[config.mk]
export PLATFORM = sky130hd
export DESIGN_NAME = seq_detect_prog_flat
export DESIGN_NICKNAME = d
export VERILOG_FILES = /design/src/rtl/seq_detect_prog_if.sv /design/src/rtl/seq_detect_prog.sv /design/src/flat_wrapper.sv
export SDC_FILE = /design/constraint.sdc
export NUM_CORES = 1
export LEC_CHECK = 0
export CAP_MARGIN = 20
export CORE_MARGIN = 2
export CORE_UTILIZATION = 42
export DETAILED_ROUTE_END_ITERATION = 10
export PLACE_DENSITY = 0.67
export SLEW_MARGIN = 40
export SYNTH_ARGS = -nofsm -noshare
export SYNTH_HDL_FRONTEND = slang
export SYNTH_SLANG_ARGS = --single-unit
[constraint.sdc]
create_clock -name clk -period 3.4 [get_ports clk]
set_input_delay 0.34 -clock clk [delete_from_list [all_inputs] [get_ports clk]]
set_output_delay 0.34 -clock clk [all_outputs]
set_load 0.005 [all_outputs]
[src/rtl/seq_detect_prog_if.sv]
// Bundle of serial-data, configuration and status signals for seq_detect_prog.
// en qualifies x with no backpressure: a bit is consumed on every rising clk edge where en is high.
interface seq_detect_prog_if #(
  parameter int MAX_LEN = 8,
  parameter int CNT_W   = 8,
  parameter int LW      = $clog2(MAX_LEN + 1)
) ();
  logic               en;
  logic               x;
  logic               cfg_load;
  logic [MAX_LEN-1:0] cfg_pattern;
  logic [LW-1:0]      cfg_len;
  logic               cfg_overlap;
  logic               clr_count;
  logic               z;
  logic [CNT_W-1:0]   match_count;
  logic               armed;
  logic               cfg_err;

  modport master (
    output en, x, cfg_load, cfg_pattern, cfg_len, cfg_overlap, clr_count,
    input  z, match_count, armed, cfg_err
  );

  modport slave (
    input  en, x, cfg_load, cfg_pattern, cfg_len, cfg_overlap, clr_count,
    output z, match_count, armed, cfg_err
  );
endinterface

[src/rtl/seq_detect_prog.sv]
// Programmable serial pattern detector with a registered one-cycle match flag,
// overlap/non-overlap matching and a saturating match counter.
module seq_detect_prog #(
  parameter int MAX_LEN = 8,
  parameter int CNT_W   = 8,
  parameter int LW      = $clog2(MAX_LEN + 1)
) (
  input logic               clk,
  input logic               rst,
  seq_detect_prog_if.slave  bus
);

  logic [MAX_LEN-1:0] hist_q, hist_d;
  logic [MAX_LEN-1:0] pat_q, pat_d;
  logic [LW-1:0]      fill_q, fill_d;
  logic [LW-1:0]      len_q, len_d;
  logic               ovl_q, ovl_d;
  logic               z_q, z_d;
  logic [CNT_W-1:0]   count_q, count_d;
  logic               armed_q, armed_d;
  logic               err_q, err_d;

  logic [MAX_LEN-1:0] shifted;
  logic [MAX_LEN-1:0] mask;
  logic [LW-1:0]      fill_inc;
  logic               cfg_ok;
  logic               load_ok;
  logic               hit;

  always_comb begin
    cfg_ok   = (bus.cfg_len != '0) && (bus.cfg_len <= LW'(MAX_LEN));
    load_ok  = bus.cfg_load && cfg_ok;
    shifted  = {hist_q[MAX_LEN-2:0], bus.x};
    fill_inc = (fill_q == LW'(MAX_LEN)) ? fill_q : fill_q + 1'b1;
    mask     = '0;
    for (int i = 0; i < MAX_LEN; i++) begin
      mask[i] = (i < int'(len_q));
    end
    // Only the low len bits take part; fill gates out stale history.
    hit = bus.en && !load_ok && (fill_inc >= len_q) &&
          ((shifted & mask) == (pat_q & mask));
  end

  always_comb begin
    hist_d  = hist_q;
    fill_d  = fill_q;
    pat_d   = pat_q;
    len_d   = len_q;
    ovl_d   = ovl_q;
    z_d     = 1'b0;
    count_d = count_q;
    err_d   = bus.cfg_load && !cfg_ok;

    if (load_ok) begin
      pat_d  = bus.cfg_pattern;
      len_d  = bus.cfg_len;
      ovl_d  = bus.cfg_overlap;
      hist_d = '0;
      fill_d = '0;
    end else if (bus.en) begin
      hist_d = shifted;
      fill_d = (hit && !ovl_q) ? '0 : fill_inc;
      z_d    = hit;
    end

    if (bus.clr_count) begin
      count_d = '0;
    end else if (hit && (count_q != {CNT_W{1'b1}})) begin
      count_d = count_q + 1'b1;
    end

    armed_d = (fill_d >= len_d);
  end

  always_ff @(posedge clk or negedge rst) begin
    if (!rst) begin
      hist_q  <= '0;
      fill_q  <= '0;
      pat_q   <= MAX_LEN'(5'b10011);
      len_q   <= LW'(5);
      ovl_q   <= 1'b1;
      z_q     <= 1'b0;
      count_q <= '0;
      armed_q <= 1'b0;
      err_q   <= 1'b0;
    end else begin
      hist_q  <= hist_d;
      fill_q  <= fill_d;
      pat_q   <= pat_d;
      len_q   <= len_d;
      ovl_q   <= ovl_d;
      z_q     <= z_d;
      count_q <= count_d;
      armed_q <= armed_d;
      err_q   <= err_d;
    end
  end

  assign bus.z           = z_q;
  assign bus.match_count = count_q;
  assign bus.armed       = armed_q;
  assign bus.cfg_err     = err_q;

endmodule

[src/flat_wrapper.sv]
// flat-port wrapper written by rule: the top's interface ports become plain ports
module seq_detect_prog_flat 
#(
  parameter int MAX_LEN = 8,
  parameter int CNT_W   = 8,
  parameter int LW      = $clog2(MAX_LEN + 1)
)
  (clk, rst, bus_en, bus_x, bus_cfg_load, bus_cfg_pattern, bus_cfg_len, bus_cfg_overlap, bus_clr_count, bus_z, bus_match_count, bus_armed, bus_cfg_err);
  seq_detect_prog_if #(.MAX_LEN(MAX_LEN), .CNT_W(CNT_W), .LW(LW)) bus_i ();
  input logic clk;
  input logic rst;
  input wire logic [$bits(bus_i.en)-1:0] bus_en;
  input wire logic [$bits(bus_i.x)-1:0] bus_x;
  input wire logic [$bits(bus_i.cfg_load)-1:0] bus_cfg_load;
  input wire logic [$bits(bus_i.cfg_pattern)-1:0] bus_cfg_pattern;
  input wire logic [$bits(bus_i.cfg_len)-1:0] bus_cfg_len;
  input wire logic [$bits(bus_i.cfg_overlap)-1:0] bus_cfg_overlap;
  input wire logic [$bits(bus_i.clr_count)-1:0] bus_clr_count;
  output wire logic [$bits(bus_i.z)-1:0] bus_z;
  output wire logic [$bits(bus_i.match_count)-1:0] bus_match_count;
  output wire logic [$bits(bus_i.armed)-1:0] bus_armed;
  output wire logic [$bits(bus_i.cfg_err)-1:0] bus_cfg_err;
  assign bus_i.en = bus_en;
  assign bus_i.x = bus_x;
  assign bus_i.cfg_load = bus_cfg_load;
  assign bus_i.cfg_pattern = bus_cfg_pattern;
  assign bus_i.cfg_len = bus_cfg_len;
  assign bus_i.cfg_overlap = bus_cfg_overlap;
  assign bus_i.clr_count = bus_clr_count;
  assign bus_z = bus_i.z;
  assign bus_match_count = bus_i.match_count;
  assign bus_armed = bus_i.armed;
  assign bus_cfg_err = bus_i.cfg_err;
  seq_detect_prog #(.MAX_LEN(MAX_LEN), .CNT_W(CNT_W), .LW(LW)) u_core (.clk(clk), .rst(rst), .bus(bus_i));
endmodule
# Word level (Yosys, flattened, before mapping)
# Cells that the tools add are included.
# W data, S select, Z words.
# word_totals
ff_bits	35
latch_bits	0
mem_bits_rw	0
romBits	0
memories	0
# classes
add_sub_neg	2
n_mul	0
div_mod_pow	0
order_cmp	11
eq_ne	3
n_shift	0
n_mux	11
bitwise	2
reduce_logical	14
# op_table
operator	n
$mux W4	5
$and A8 B8 Y8	2
$lt A3 B4 Y1 const A	4
$mux W8	2
$mux W7	2
$add A8 B1 Y8 const B	1
$eq A8 B8 Y1	1
$ge A4 B4 Y1	2
$logic_and A1 B1 Y1	8
$lt A1 B4 Y1 const A	2
$lt A2 B4 Y1 const A	2
$ne A8 B8 Y1 const B	1
$add A4 B1 Y4 const B	1
$eq A4 B4 Y1 const B	1
$le A4 B4 Y1 const B	1
$reduce_bool A2 Y1	2
$reduce_bool A4 Y1	1
$logic_not A1 Y1	3
$mux W1	2

# Depth between registers and ports, before layout
# Gate-level depths: netlist (run 1).
# depth
word_depth	12
depth_mapped	18

# Least setup slack after synthesis (run 1)
# Ideal clock, no wire load.
# synth_path
path_kind	reg-to-reg
start	register u_core.fill_q[0]
end	register u_core.armed_q (netlist: u_core.bus.armed)
setup_time_ns	0.122
arrival_time_ns	3.012
path_slack_ns	0.266
path_stages_with_launch	19
n_path_buf	0
synth_period_minus_slack_ns	3.134
path_cell_list	dfrtp_1 -> inv_1 -> ha_1 -> nand2_1 -> nor2_1 -> xnor2_1 -> inv_1 -> ha_1 -> nand2b_1 -> a2111oi_0 -> a211oi_2 -> nand3b_1 -> a32oi_1 -> ha_1 -> nand2b_1 -> a21oi_1 -> nor2b_1 -> o21ai_0 -> nand2b_1
# synth_between
elab_chain_len	10
word_cells_on_any_way	11
# synth_lines
element	line	text
from (decl)	seq_detect_prog.sv:15	logic [LW-1:0] fill_q, fill_d;
from (signal assigned)	seq_detect_prog.sv:88	fill_q <= fill_d;
$add A4 B1 Y4 or $eq A4 B4 Y1 (tied branches)	seq_detect_prog.sv:34	fill_inc = (fill_q == LW'(MAX_LEN)) ? fill_q : fill_q + 1'b1;
$mux W4	seq_detect_prog.sv:34	
$ge A4 B4 Y1	seq_detect_prog.sv:40	hit = bus.en && !load_ok && (fill_inc >= len_q) &&
$logic_and A1 B1 Y1 (2 in series)	seq_detect_prog.sv:40	
$logic_and A1 B1 Y1	seq_detect_prog.sv:62	fill_d = (hit && !ovl_q) ? '0 : fill_inc;
$mux W4	seq_detect_prog.sv:62	
$mux W4 (*)	seq_detect_prog.sv:60	end else if (bus.en) begin
$mux W4 (*)	seq_detect_prog.sv:54	if (load_ok) begin
$ge A4 B4 Y1 (*)	seq_detect_prog.sv:72	armed_d = (fill_d >= len_d);
named net u_core.armed_d	seq_detect_prog.sv:20	logic armed_q, armed_d;
to (signal assigned)	seq_detect_prog.sv:94	armed_q <= armed_d;
to (decl)	seq_detect_prog.sv:20	
# The timed path passes the listed nets; every way through them passes the cells marked *.
# A chain may end at the register's enable or synchronous reset.

# Final worst setup path (run 1)
# layout_path
start	register u_core.fill_q[1]
end	register u_core.armed_q (netlist: u_core.bus.armed)
# layout_between
elab_chain_len	10
word_cells_on_any_way	11
# layout_lines
element	line
$add A4 B1 Y4 or $eq A4 B4 Y1 (tied branches)	seq_detect_prog.sv:34
$mux W4	seq_detect_prog.sv:34
$ge A4 B4 Y1	seq_detect_prog.sv:40
$logic_and A1 B1 Y1 (2 in series)	seq_detect_prog.sv:40
$logic_and A1 B1 Y1	seq_detect_prog.sv:62
$mux W4	seq_detect_prog.sv:62
$mux W4 (*)	seq_detect_prog.sv:60
$mux W4 (*)	seq_detect_prog.sv:54
named net u_core.fill_d[1]	seq_detect_prog.sv:15
$ge A4 B4 Y1 (*)	seq_detect_prog.sv:72
named net u_core.armed_d	seq_detect_prog.sv:20
# Marked as above.

==> results_dict.tcl, run 1 <==
set metrics [dict create \
    synth.mux.area_fraction_pct 5.76 \
    placement.setup.worst_slack_ns 0.0158 \
    drive_above_1_share_pct 12.4 \
    routed_wirelength_um 3840 \
    timing.final.hold_violations 0 \
    root_buf_cell "sky130_fd_sc_hd__clkbuf_8" \
    placement.io_buffers 29 \
    diode_count 0 \
    clk_transition_reported_paths_ns 0.08 \
    detailed_router_s_first_iteration_violation_count 69 \
    postLayoutCellArea_um2 2450 \
    combinational_family_with_the_most_area_after_synthesis "simple AND/OR/NAND/NOR gates" \
    cell_area_reported_after_detailed_placement_um2 2270 \
    final.setup_skew_ns 0.00845 \
    max-clock-path-buffers 2 \
    maximum_number_of_pins_on_one_net_before_global_route_repair 36 \
    setup.worst_path.class "reg -> reg" \
    cts_tree "built" \
    netlist_instances 197 \
    starting_density_pct 43.6 \
    timing.final.crit_share_pct 95.7 \
    drt.antenna.violating_nets 0 \
    gp_congestion 0.822 \
    cts-htree-levels 2 \
    syn_area_um2 1910 \
    post_drt_via_cell_ratio 5.20 \
    estimated_wirelength_of_the_detail_placed_design_um 2690 \
    timing.critical_path.from_type "register" \
    track_usage_pct 16.5 \
    share_of_synthesized_area_occupied_by_flip_flops_and_latches_pct 46.2 \
    total_leakage_power_nw 1.11 \
    synth_enable_flop_cells 0 \
    regToRegSetupSlack_ns 0.15 \
    die_area_um2 5110 \
    fmax_ghz 0.307 \
    slew_at_the_pin_with_the_worst_max_slew_slack_ns 0.443 \
    die_w_um 71.5 \
    design.core.area_um2 4380 \
    yosys_reg_bits 35 \
    ys_warn_count 0 \
    ir_drop_mv 0.247 \
    top_level_ports 30 \
    cp_max_fo 4 \
    postLayoutSetupSlackWorst_ns 0.148 \
    cts_hold_buf 0 \
    post_synth_simple_gate_area_pct 19.2 \
    avgRoutedWirePerCell_um 13.5 \
    syn-num-nets 227 \
    result_of_the_run "complete, no violations" \
    grt_pass1_wl_um 6600 \
    number_of_global_route_vias_before_repair 1447 \
    timing.final.setup_violations 0 \
    reg2reg_from "u_core.fill_q[1]" \
    ys_async_sr_fraction_pct 100 \
    crit_path_max_incr_delay_ns 0.41 \
    insertion_delay_ns 0.29 \
    synth-adder-area-share_pct 7.20 \
    min_path_type "in -> async" \
    setup.worst_path.end_class "register" \
    antenna_found_initial 0 \
    worst_r2r_endpoint "u_core.bus.armed" \
    synth-compound-area-share_pct 12.4 \
    first_pass_iters 4 \
    area_delta_synth_final_pct 28.0 \
    gr-total-overflow 0 \
    synth_area_leaders "sky130_fd_sc_hd__dfrtp_1 (38%), sky130_fd_sc_hd__dfstp_2 (8.2%), sky130_fd_sc_hd__ha_1 (7.2%)" \
    worstPathBufferInverterCount 3 \
    yosys.cell_count.top_type "sky130_fd_sc_hd__nand2_1" \
    highest_delay_cell_along_the_critical_path "sky130_fd_sc_hd__dfrtp_1" \
    detailroute.via_count 1482 \
    xor_and_xnor_area_share_after_synthesis_pct 5.50 \
    path_common_cell "sky130_fd_sc_hd__ha_1" \
    worstPathCellList "inv_1 > ha_1 > nand2_1 > nor2_2 > xnor2_2 > inv_1 > ha_1 > nand2b_1 > a2111oi_4 > a211oi_2 > nand3b_1 > buf_4 > a32o_1 > ha_1 > a21oi_1 > nor2b_1 > o21ai_0 > nand2b_1" \
    ys_dominant_reg_cell "sky130_fd_sc_hd__dfrtp_1" \
    cts_sinks 35 \
    synth.distinct_cells 38 \
    timing.final.max_slew_violations 0 \
    timing.final.crit_period_ns 3.25 \
    fin_nets 262 \
    synth_top_area_share_pct 38.0 \
    synth_commonest_cells "sky130_fd_sc_hd__nand2_1 (36), sky130_fd_sc_hd__dfrtp_1 (29), sky130_fd_sc_hd__nor2_1 (13), sky130_fd_sc_hd__ha_1 (11), sky130_fd_sc_hd__mux2i_1 (11)" \
    syn_avg_cell_area_um2 9.70 \
    worst-endpoint-required_ns 3.58 \
    critPathArrivalTime_ns 3.43 \
    post-route-drc-count 0 \
    reg2regPathDepth 18 \
    hold_ws_ns 0.449 \
    worst_setup_path_startpoint "u_core.fill_q[1]" \
    critPathTopFamily "compound AO/OA/AOI/OAI gates" \
    rows 24 \
    cap_violations 0 \
    synth_largest_area_cell "sky130_fd_sc_hd__dfrtp_1" \
    chipHeight_um 71.5 \
    power_per_cell_area_nw_per_um2 527 \
    numCtsBuffers 5 \
    relSlewSlack_pct 70.5 \
]
==> worst max-delay path by stage <==
stage,depth (start not counted),to
after global routing,18,u_core.bus.armed
after detailed placement,18,u_core.bus.armed
after floorplan,18,u_core.bus.armed
after CTS,18,u_core.bus.armed
after global placement,18,u_core.bus.armed
final,18,u_core.bus.armed
==> routing by layer <==
layer	part of all wire [%]	global-route usage, %	vias up
met2	48	26.9	21
met5	0	0	-
met4	1.7	6.29	0
met3	3.4	4.22	6
li1	-	-	753
met1	47	21.3	702
==> sequential cells by signal, summed over array words and instances (netlist names) <==
register,count
u_core.fill_q,4
u_core.bus.cfg_err,1
u_core.ovl_q,1
u_core.hist_q,7
u_core.pat_q,8
u_core.len_q,4
u_core.bus.armed,1
u_core.bus.match_count,8
u_core.bus.z,1
==> placed cells by master, fill, tap and decap left out, types with 4 or more instances in the layout <==
cell type | synthesis | final
sky130_fd_sc_hd__mux2i_1 | 11 | 11
sky130_fd_sc_hd__xnor2_1 | 10 | 9
sky130_fd_sc_hd__dfstp_2 | 6 | 6
sky130_fd_sc_hd__a32o_1 | 4 | 4
sky130_fd_sc_hd__a21oi_1 | 9 | 9
sky130_fd_sc_hd__clkbuf_8 | 0 | 5
sky130_fd_sc_hd__nor2_1 | 13 | 12
sky130_fd_sc_hd__nand3_1 | 4 | 4
sky130_fd_sc_hd__o21ai_0 | 7 | 7
sky130_fd_sc_hd__clkdlybuf4s50_1 | 0 | 29
sky130_fd_sc_hd__ha_1 | 11 | 11
sky130_fd_sc_hd__buf_4 | 0 | 7
sky130_fd_sc_hd__dfrtp_1 | 29 | 29
sky130_fd_sc_hd__inv_1 | 10 | 10
sky130_fd_sc_hd__or3_1 | 4 | 4
sky130_fd_sc_hd__and3_1 | 4 | 4
sky130_fd_sc_hd__nand2_1 | 36 | 36
==> kinds of logic after synthesis <==
group | after synthesis
buffers and inverters | 18
AO/OA/AOI/OAI | 34
flip-flops | 35
XOR/XNOR | 12
AND/OR/NAND/NOR | 76
adder cells (fa/ha/maj) | 11
multiplexers | 11
==> area by class of cell <==
class	count	area, µm²
Inverter	10	37.5
Clock inverter	2	60.1
Clock buffer	6	72.6
Timing Repair Buffer	36	343
Fill cell	415	1940
Sequential cell	35	883
Multi-Input combinational cell	144	986
Tap cell	52	65.1
==> through the flow <==
step / setup TNS [ns] / cells / utilization [%] / total power [mW]
final: 0 / 285 / 55.8 / 1.29
after global routing: -0.0733 / 285 / 55.8 / 1.37
after CTS: 0 / 283 / 54.9 / 1.26
after detailed placement: 0 / 275 / 51.8 / 0.807
after global placement: 0 / 275 / 51.8 / 0.801
after floorplan: 0 / 197 / - / 0.708
==> what timing repair did <==
action                                  CTS  global route
pin swaps                                 0             2
endpoints found under the setup margin    1             1
setup buffers                             0             2
resized for setup                         1             4
==> power breakdown <==
part / switching, mW / internal [mW]
Sequential: 0.0407 / 0.469
Combinational: 0.162 / 0.175
Clock: 0.150 / 0.293
Total: 0.353 / 0.938
(Power assumes the default switching activity.)
==> run 2, diff against run 1 <==
SLEW_MARGIN = default   (was 40)
==> results of run 2 <==
Same layout as run 1: the final DEF is identical, and so are final timing and power.
==> RTL change 1, RTL diff (settings of run 1) <==
`MAX_LEN` is set to 8 in 3 places; all go to 16.
--- a/src/rtl/seq_detect_prog_if.sv
+++ b/src/rtl/seq_detect_prog_if.sv
@@ -2,5 +2,5 @@
 // en qualifies x with no backpressure: a bit is consumed on every rising clk edge where en is high.
 interface seq_detect_prog_if #(
-  parameter int MAX_LEN = 8,
+  parameter int MAX_LEN = 16,
   parameter int CNT_W   = 8,
   parameter int LW      = $clog2(MAX_LEN + 1)
--- a/src/rtl/seq_detect_prog.sv
+++ b/src/rtl/seq_detect_prog.sv
@@ -2,5 +2,5 @@
 // overlap/non-overlap matching and a saturating match counter.
 module seq_detect_prog #(
-  parameter int MAX_LEN = 8,
+  parameter int MAX_LEN = 16,
   parameter int CNT_W   = 8,
   parameter int LW      = $clog2(MAX_LEN + 1)
--- a/src/flat_wrapper.sv
+++ b/src/flat_wrapper.sv
@@ -2,5 +2,5 @@
 module seq_detect_prog_flat 
 #(
-  parameter int MAX_LEN = 8,
+  parameter int MAX_LEN = 16,
   parameter int CNT_W   = 8,
   parameter int LW      = $clog2(MAX_LEN + 1)
Interface: changed (resized bus_cfg_len and bus_cfg_pattern); port bits go from 30 to 39. No check against the original RTL was run, so the function may have changed too.
==> RTL change 1 against run 1 <==
- the run now ends with negative setup slack left
- wire length grew 69%
- setup slack worse by 210 ps
- final area rose by 52%
- area after synthesis up 57%
- sequential cell count up 18
- synthesized cell count increased by 62%
- power is 25% higher
- clock skew decreased by 2.8 ps
==> RTL change 1: results (changes against run 1) <==
metric	value	unit	change
outcome	finished, violations left		was finished clean
violations	negative setup slack		
clkTransAtPathRegs	100	ps	was 80 ps
timing.critical_path.fanout_max	2		was 4
peakVddDrop	0.215	mV	was 0.247 mV
yosys.cell_types.count	51		was 38
diodes	0		unchanged
reg2reg_from	u_core.fill_q[1]$_DFF_PN0_		unchanged
ys_top_cells_by_count	nand2_1 (69), dfrtp_1 (47), nor2_1 (30)		was nand2_1 (36), dfrtp_1 (29), nor2_1 (13)
crit_path_end	u_core.bus.armed$_DFF_PN0_		unchanged
async_flop_share	100	%	unchanged
critPathKind	reg -> reg		unchanged
grt_pass1_vias	2267		was 1447
min_path_type	in -> async		unchanged
place_congestion	0.853		was 0.822
post-synth-top-count-cell	nand2_1		unchanged
regMostFlops	u_core.pat_q		
placed_area	3530	sq um	was 2270 sq um
wl_per_cell	13.9	microns	was 13.5 microns
ys_seq_area_share	44.4	%	was 46.2%
largest_reg_flops	16		
cts_root_buffer	clkbuf_8		unchanged
n_fill_cell	625		was 415
grt_antenna_before_repair	0		unchanged
skew	5.63	ps	was 8.45 ps
grt_pass1_wl	10600	microns	was 6600 microns
grt_max_degree	46		was 36
worst_slew_pin_slew	584	ps	was 443 ps
nets	411		was 262
clk-insertion-delay-late	310	ps	was 290 ps
drtIter0Drc	119		was 69
synth_area_leaders	dfrtp_1 (39%), nand2_1 (8.6%), mux2i_1 (6.3%)		was dfrtp_1 (38%), dfstp_2 (8.2%), ha_1 (7.2%)
hpwl	4590	microns	was 2690 microns
setup_viol	1		was 0
cellLeakagePower	1.72	nW	was 1.11 nW
cp.arrival	3670	ps	was 3430 ps
track_usage	17.3	%	was 16.5%
synth_ff_type	dfrtp_1		unchanged
drt-pass1-iter-count	4		unchanged
vias_per_cell	5.06		was 5.20
cts_buffer_depth	2		unchanged
worst_slack	-62.0	ps	was 148 ps
cts_buffers	5		unchanged
yosys_warnings	0		unchanged
synth_fp_nets	361		was 227
drive_gt1_share	15.9	%	was 12.4%
maxCapViolations	0		unchanged
htree_num_levels	2		unchanged
r2r_cells	19		was 18
port-buffer-count	38		was 29
-- RTL change 1: cell types whose count changed after synthesis, moves of 4 or more --
cell,run 1,this run
nand2_1,36,69
dfrtp_1,29,47
nor2_1,13,30
mux2i_1,11,19
xnor2_1,10,16
clkbuf_1,3,8
a32o_1,4,0
buf_6,0,4
inv_1,10,14
or3_1,4,0
-- RTL change 1: where the power goes --
group	switching [mW]	internal [mW]	leakage (nW)
clock	0.218	0.147	0.0445
sequential	0.0696	0.699	0.686
combinational	0.241	0.235	0.993
-- RTL change 1: repair_timing --
item,CTS,global route
setup endpoints to repair,1,1
resized for setup,2,8
hold endpoints to repair,0,0
hold buffers,0,0
pin swaps,4,13
setup buffers,1,4
-- RTL change 1: metrics by stage --
step	setup WS (ps)	util (%)	cells	TNS (ps)	hold slack [ps]
global route	-248	54.1	467	-248	63.4
CTS	26.9	52.9	463	0	40.4
finish	-62.0	54.1	467	-62.0	24.5
detailed placement	-90.2	51.4	454	-90.2	380
global placement	-5.86	51.4	454	-5.86	459
floorplan	3.56	-	320	0	44.4
-- RTL change 1: logic make-up (layout without fill, tap and decap cells) --
| family | count (synthesis) | after routing | share of synthesized area [%] |
|---|---|---|---|
| buffers and inverters | 30 | 81 | 4.96 |
| muxes | 22 | 22 | 7.46 |
| xor gates and xnor gates | 20 | 20 | 5.83 |
| DFF | 53 | 53 | 44.4 |
| adders and majority gates | 14 | 14 | 5.75 |
| and+or+nand+nor | 140 | 140 | 22.1 |
| AOI/OAI and AO/OA | 41 | 41 | 9.54 |
-- RTL change 1: critical path: stages (launching register included) --
cell and delay, ps:
dfrtp_1 400, inv_2 80, ha_4 130, nand3b_1 140, nor2_2 170, xnor2_1 90, ha_1 300, nand2b_4 150
a211oi_2 210, o22ai_2 110, nand4_2 90, nor3_2 60, or4_4 550, ha_4 250, nand2b_4 130, a21o_1 150
a21oi_1 120, nor2b_1 60, o21ai_1 120, nand2b_1 60
-- RTL change 1: cell type report --
class | instances | share of cell area [%]
Tap cell | 96 | 3.23
Timing Repair Buffer | 59 | 14.4
Inverter | 14 | 1.41
Sequential cell | 53 | 35.9
Multi-Input combinational cell | 237 | 42.6
Clock inverter | 3 | 0.572
Clock buffer | 5 | 1.85
-- RTL change 1: per-layer routing --
metal,GRT usage (%),vias up,part of all wire (%)
met3,3.08,4,4.1
met2,28.9,54,50
met4,4.27,0,0.74
met5,0,-,0
met1,23.4,1117,45
li1,-,1188,-
==> RTL change 2, RTL diff (flow settings as in run 1) <==
Without the edit above. Reset style: synchronous (`rst`), changed in one clocked block.
--- a/src/rtl/seq_detect_prog.sv
+++ b/src/rtl/seq_detect_prog.sv
@@ -73,5 +73,5 @@
   end
 
-  always_ff @(posedge clk or negedge rst) begin
+  always_ff @(posedge clk) begin
     if (!rst) begin
       hist_q  <= '0;
Check against the original RTL: differs if rst is asserted again (counterexample within 4 cycles, from zero or initial values and one cycle with rst low); with rst held inactive, the same outputs for 10 cycles.
==> RTL change 2 against run 1 <==
- sequential cell count unchanged
- setup slack improved by 110 ps
- area after synthesis decreased by 3.7%
- final area decreased by 4.6%
- count of clock-buffer cells in the layout decreased by 1
- wire length increased by 8.5%
- synthesized cell count increased by 15%
- critical path type unchanged
- critical endpoint is now u_core.bus.armed$_SDFF_PN0_
Power is not compared: it rests on default switching activity, and its combinational part moved more than twofold at a synthesized area within 25%.
==> RTL change 2: results (changes against run 1) <==
metric	value	unit	change
finalWirelength	4170	microns	was 3840 microns
vias	1668		was 1482
drtIter0Drc	75		was 69
nets	289		was 262
timing.critical_path.fanout_max	5		was 4
min_path_type	reg -> reg		was in -> async
skew	4.46	ps	was 8.45 ps
synth_compound_area_share	14.5	%	was 12.4%
placed_area	2190	sq um	was 2270 sq um
grt_pass1_vias	1543		was 1447
synth_fp_nets	257		was 227
r2r_cells	17		was 18
synth_mux_area_share	4.35	%	was 5.76%
slew-limit-headroom	65.8	%	was 70.5%
track_usage	18.3	%	was 16.5%
grt_pass1_wl	7200	microns	was 6600 microns
outcome	finished clean		unchanged
place_congestion	0.822		about the same
cts_resized	0		was 1
synth_area_leaders	dfxtp_1 (38%), ha_1 (7.5%), nand2_1 (6.7%)		was dfrtp_1 (38%), dfstp_2 (8.2%), ha_1 (7.2%)
ys_top_cells_by_count	dfxtp_1 (35), nand2_1 (33), nor2_1 (23)		was nand2_1 (36), dfrtp_1 (29), nor2_1 (13)
hpwl	3120	microns	was 2690 microns
synthAdderAreaFrac	7.48	%	was 7.20%
drive_gt1_share	6.92	%	was 12.4%
yosys.cell_types.count	39		was 38
grt_max_degree	20		was 36
## RTL change 2: cell count changes after synthesis, sizes merged, moves of 6 or more
cell	before	now
dfstp	6	0
dfrtp	29	0
a21oi	9	16
nor3	2	8
nand3	6	14
nor2	13	23
dfxtp	0	35
## RTL change 2: cell type report
type / instances / area share, %
sequential: 35 / 30.0
multi-input combinational: 174 / 45.8
clock buffer: 5 / 2.95
clock inverter: 3 / 2.89
timing repair buffer: 34 / 14.0
inverter: 9 / 1.45
tap: 52 / 2.79
## RTL change 2: where the power goes
group	leakage, nW	internal [mW]	switching (mW)
Clock	0.0644	0.292	0.150
Sequential	0.285	0.424	0.0139
Combinational	0.537	0.0663	0.0643
## RTL change 2: logic make-up after synthesis
family                   Yosys count
XOR/XNOR                          13
adder cells (fa/ha/maj)           11
multiplexers                       8
AND/OR/NAND/NOR                   99
buffers and inverters             18
flip-flops                        35
AO/OA/AOI/OAI                     43
## RTL change 2: layer usage
layer / share of wire, % / GRT usage, % / up-vias / wire length [microns]
met1: 50 / 27.3 / 757 / 2080
met5: 0 / 0 / - / 0
met3: 5.8 / 3.46 / 7 / 240
met4: 1.6 / 7.48 / 0 / 67
li1: - / - / 861 / -
met2: 43 / 25.8 / 43 / 1780
## RTL change 2: metrics by stage
step / util [%] / instances / setup slack (ps) / total power, mW
finish: 54.4 / 312 / 260 / 1.01
global route: 54.4 / 312 / 19.2 / 1.06
CTS: 54.2 / 312 / 81.4 / 1.02
detailed placement: 51.0 / 304 / 101 / 0.578
global placement: 51.0 / 304 / 254 / 0.577
floorplan: - / 227 / 258 / 0.525
## RTL change 2: worst paths after layout
check / endpoint / startpoint / slack [ps]
max: u_core.bus.armed$_SDFF_PN0_ / u_core.fill_q[0]$_SDFF_PN0_ / 260
min reg2reg: u_core.pat_q[6]$_SDFFE_PN0P_ / u_core.pat_q[6]$_SDFFE_PN0P_ / 470
max reg2reg: u_core.bus.armed$_SDFF_PN0_ / u_core.fill_q[0]$_SDFF_PN0_ / 260
min: u_core.pat_q[6]$_SDFFE_PN0P_ / u_core.pat_q[6]$_SDFFE_PN0P_ / 470
## RTL change 2: critical path, stage by stage, from the launching register on
cell and delay, ps:
dfxtp_2 370, inv_2 70, ha_1 190, nand2_1 110, nor2_4 60, xnor2_1 130
ha_1 270, o21ai_0 90, a222oi_1 400, nand3b_1 170, a21boi_1 170, o21ai_1 120
ha_1 230, nand2b_1 140, a21o_1 170, a21o_1 160, a21oi_1 130, nor2_1 50
